<file path="src/rtl/settle_timer.sv">
// Loadable down-counter; expire flags the last cycle of a settle interval
// (count == 1), so a load of N gives N cycles before expiry is acted on.
module settle_timer #(
    parameter int unsigned W = 4
) (
    input  logic         clk,
    input  logic         reset,
    input  logic         load,
    input  logic [W-1:0] value,
    output logic         expire
);

    localparam logic [W-1:0] ONE = W'(1);

    logic [W-1:0] cnt_q, cnt_d;

    always_comb begin
        cnt_d = cnt_q;
        if (load) begin
            cnt_d = value;
        end else if (cnt_q != '0) begin
            cnt_d = cnt_q - ONE;
        end
    end

    always_ff @(posedge clk) begin
        if (reset) begin
            cnt_q <= '0;
        end else begin
            cnt_q <= cnt_d;
        end
    end

    assign expire = (cnt_q == ONE);

endmodule

</file>
<file path="config.mk">
export PLATFORM = sky130hd
export DESIGN_NAME = settle_timer
export DESIGN_NICKNAME = d
export VERILOG_FILES = /design/src/rtl/settle_timer.sv
export SDC_FILE = /design/constraint.sdc
export NUM_CORES = 1
export LEC_CHECK = 0
export BUFFER_PORTS_ARGS = -buffer_cell sky130_fd_sc_hd__clkbuf_2
export CELL_PAD_IN_SITES_DETAIL_PLACEMENT = 1
export CELL_PAD_IN_SITES_GLOBAL_PLACEMENT = 1
export CORE_AREA = 4 4 41 43
export DETAILED_ROUTE_END_ITERATION = 6
export DIE_AREA = 0 0 45 47
export GPL_TIMING_DRIVEN = 0
export PLACE_DENSITY = 0.47
export SYNTH_ARGS = -nofsm -noshare
export SYNTH_HDL_FRONTEND = slang
export SYNTH_SLANG_ARGS = --single-unit
</file>
<file path="constraint.sdc">
create_clock -name clk -period 1.4 [get_ports clk]
set_input_delay 0.14 -clock clk [delete_from_list [all_inputs] [get_ports clk]]
set_output_delay 0.14 -clock clk [all_outputs]
set_load 0.02 [all_outputs]
</file>
==> run_results.csv <==
group,metric,value,unit
clocking,cts_tree,"yes",
sta,fmax,0.7451,GHz
yosys,netlist_area,246.5,sq um
floorplanning,dieArea,0.002115,sq mm
run,drv_cap,0,
clocking,clk_pin_slew,0.04,ns
detailed_routing,via_per_inst,4.278,
sta,slew_viol_final,0,
pwr,switching_share,28.34,%
finish,final_common_cell,"clkbuf_2",
pwr,p_int,0.3244,mW
finish,largest_reg_flops,4,
worst_setup_path,worstPathMaxFanout,4,
yosys,netlist_instances,27,
yosys,synthAdderAreaFrac,15.23,%
place,dpl_worst_slack,-0.1099,ns
detailed_routing,dr.pass1.iters,1,
finish,nets,51,
worst_setup_path,critical_path_class,"flip-flop to flip-flop",
global_routing,grt_pass1_vias,268,
place,io_buffers,7,
worst_setup_path,critPathRequiredTime,1.55,ns
clocking,worstSkewPairLatency,0.23,ns
floorplanning,die_w,45,um
detailed_routing,vias,231,
clocking,clk_path_buf_depth,2,
detailed_routing,wl,586,um
pwr,switchingPower,0.1283,mW
finish,syn_to_final_growth,52.79,%
floorplanning,pin_count,8,
sta,fin_setup_tns,0,ns
worst_setup_path,worstSetupEndpointType,"flip-flop",
outcome,status,"finished, final reports clean",
sta,layout_setup_ws,0.05795,ns
finish,mostFrequentLayoutCells,"7 x clkbuf_2, 4 x nand2_1, 3 x ha_1, 3 x clkbuf_4",
worst_setup_path,critPathTopFamily,"flip-flops",
worst_setup_path,crit_slowest_cell,"dfxtp_4",
finish,multi_input_area,188.9,sq um
yosys,yosysWarnings,0,
pwr,power_frac_comb,36.9,%
worst_setup_path,path_cells,"inv_4, ha_1, nor3b_4, mux2_4, o22ai_2",
min_path,hp-class,"input pin to flip-flop",
sta,tightest_slew,0.2611,ns
global_routing,grt_usage,7.109,%
yosys,synth_cell_types,15,
worst_setup_path,arrival,1.49,ns
floorplanning,die_h,47,um
worst_setup_path,start_kind,"flip-flop",
finish,antenna_cells,0,
sta,hold_slack,0.1413,ns
global_routing,grt_max_degree,8,
yosys,synth_compound_area_share,17.26,%
sta,slew_headroom,82.57,%
place,gp_congestion,0.6556,
finish,reg_top3,"cnt_q: 4 flops",
global_routing,grt_pass1_wl,1048,um
place,dp_hpwl,486.9,um
sta,rsz0062_at_grt,"false",
floorplanning,num_rows,13,
clocking,cts_num_sinks,4,
worst_setup_path,path_buf_inv,1,
global_routing,grt_antenna_before_repair,0,
yosys,synth_top_family_by_area,"simple AND/OR/NAND/NOR gates",
sta,skew,0.004045,ns
detailed_routing,drtIter0Drc,0,
finish,fin_area,376.6,sq um
clocking,cts_inserted_buffers,3,
place,placed_cell_area,305.3,sq um
yosys,ys_seq_area_share,32.49,%
yosys,avgSynthCellArea,9.129,sq um
detailed_routing,drcViolationCount,0,
yosys,synth_simple_gate_area_share,20.30,%
pwr,clkPwrFrac,29.7,%
global_routing,grt-ovfl-total,0,
pwr,pwr_density_cell,1202,mW/mm^2
finish,top_register,"cnt_q",
pwr,seqPwrFrac,33.5,%
yosys,synth.mux.area_fraction,4.569,%
floorplanning,start_util,18.94,%
finish,fillCellCount,168,
finish,ff_latch_area,86.33,sq um
pwr,leakage,0.1639,nW
sta,min_period_over_period,95.86,%
sta,setup_viol,0,
yosys,synth_seq_cells,4,
sta,finalHoldViolCount,0,
clocking,root_buffer,"clkbuf_4",
sta,fin_crit,1.342,ns
clocking,htreeDepth,1,
yosys,synth_xor_area_share,7.107,%
detailed_routing,avgRoutedWirePerCell,10.85,um
detailed_routing,ant_nets,0,
yosys,synth_fp_nets,37,
finish,drive_gt1_share,61.54,%
pwr,ir_worst_vdd,0.0004377,V
worst_setup_path,critPathMaxStageDelay,0.35,ns
floorplanning,core_area,0.001301,sq mm
pwr,finalPower,0.4527,mW
[worst paths after layout]
path / cells after the start / to / start / slack, ns
min: 3 / cnt_q[2] / value[2] / 0.14
min reg2reg: 3 / cnt_q[3] / cnt_q[3] / 0.65
max: 5 / cnt_q[1] / cnt_q[0] / 0.06
max reg2reg: 5 / cnt_q[1] / cnt_q[0] / 0.06
[through the flow]
stage,std cells,util [%]
3_5_place_dp,49,23.46
4_1_cts,53,26.63
6_report,54,28.94
2_1_floorplan,27,-
3_3_place_gp,49,23.46
5_1_grt,54,28.94
[cells in the mapped netlist (all sizes together)]
| master | n | area share, % |
|---|---|---|
| nor3b | 2 | 6.1 |
| dfxtp | 4 | 32 |
| a21oi | 2 | 5.6 |
| or2 | 1 | 2.5 |
| or4 | 1 | 3.0 |
| mux2 | 1 | 4.6 |
| xnor2 | 2 | 7.1 |
| o22ai | 2 | 5.1 |
| inv | 2 | 3.0 |
| or3 | 1 | 2.5 |
| o31ai | 1 | 3.0 |
| a211o | 1 | 3.6 |
| ha | 3 | 15 |
| nand2 | 4 | 6.1 |
[timing repair]
action,in CTS,in global routing
hold buffers,0,0
buffers inserted,1,1
resized for setup,5,7
pin swaps,0,1
setup endpoints to repair,2,4
gates cloned,0,0
[power groups by stage]
stage	registers (mW)	logic [mW]	clock network (mW)
2_1_floorplan	0.142	0.0899	0
3_3_place_gp	0.146	0.117	0
3_5_place_dp	0.146	0.123	0
4_1_cts	0.149	0.151	0.140
5_1_grt	0.155	0.184	0.151
6_report	0.152	0.167	0.134
[cell type report]
cell class,instances,share of cell area [%]
tap,15,4.983
inverter,2,2.658
sequential,4,22.92
multi-input combinational,21,50.17
timing repair buffer,9,13.29
clock buffer,3,5.980
[per-layer routing]
layer,vias up,GRT usage [%],routed length (um)
met4,0,5.263,0
met2,6,13.28,318
met3,0,2.682,36
li1,122,-,-
met5,-,0,0
met1,103,6.136,231
[worst min-delay path, stage by stage]
cell and delay, ns:
clkbuf_2 0.08, nand2_1 0.06, a21oi_2 0.05
[kinds of logic after synthesis]
| logic type | Yosys count |
|---|---|
| DFF | 4 |
| buffers and inverters | 2 |
| and+or+nand+nor | 9 |
| adders and majority gates | 3 |
| AOI/OAI and AO/OA | 6 |
| xor gates and xnor gates | 2 |
| muxes | 1 |
No activity file was read; power rests on OpenSTA's default activity.
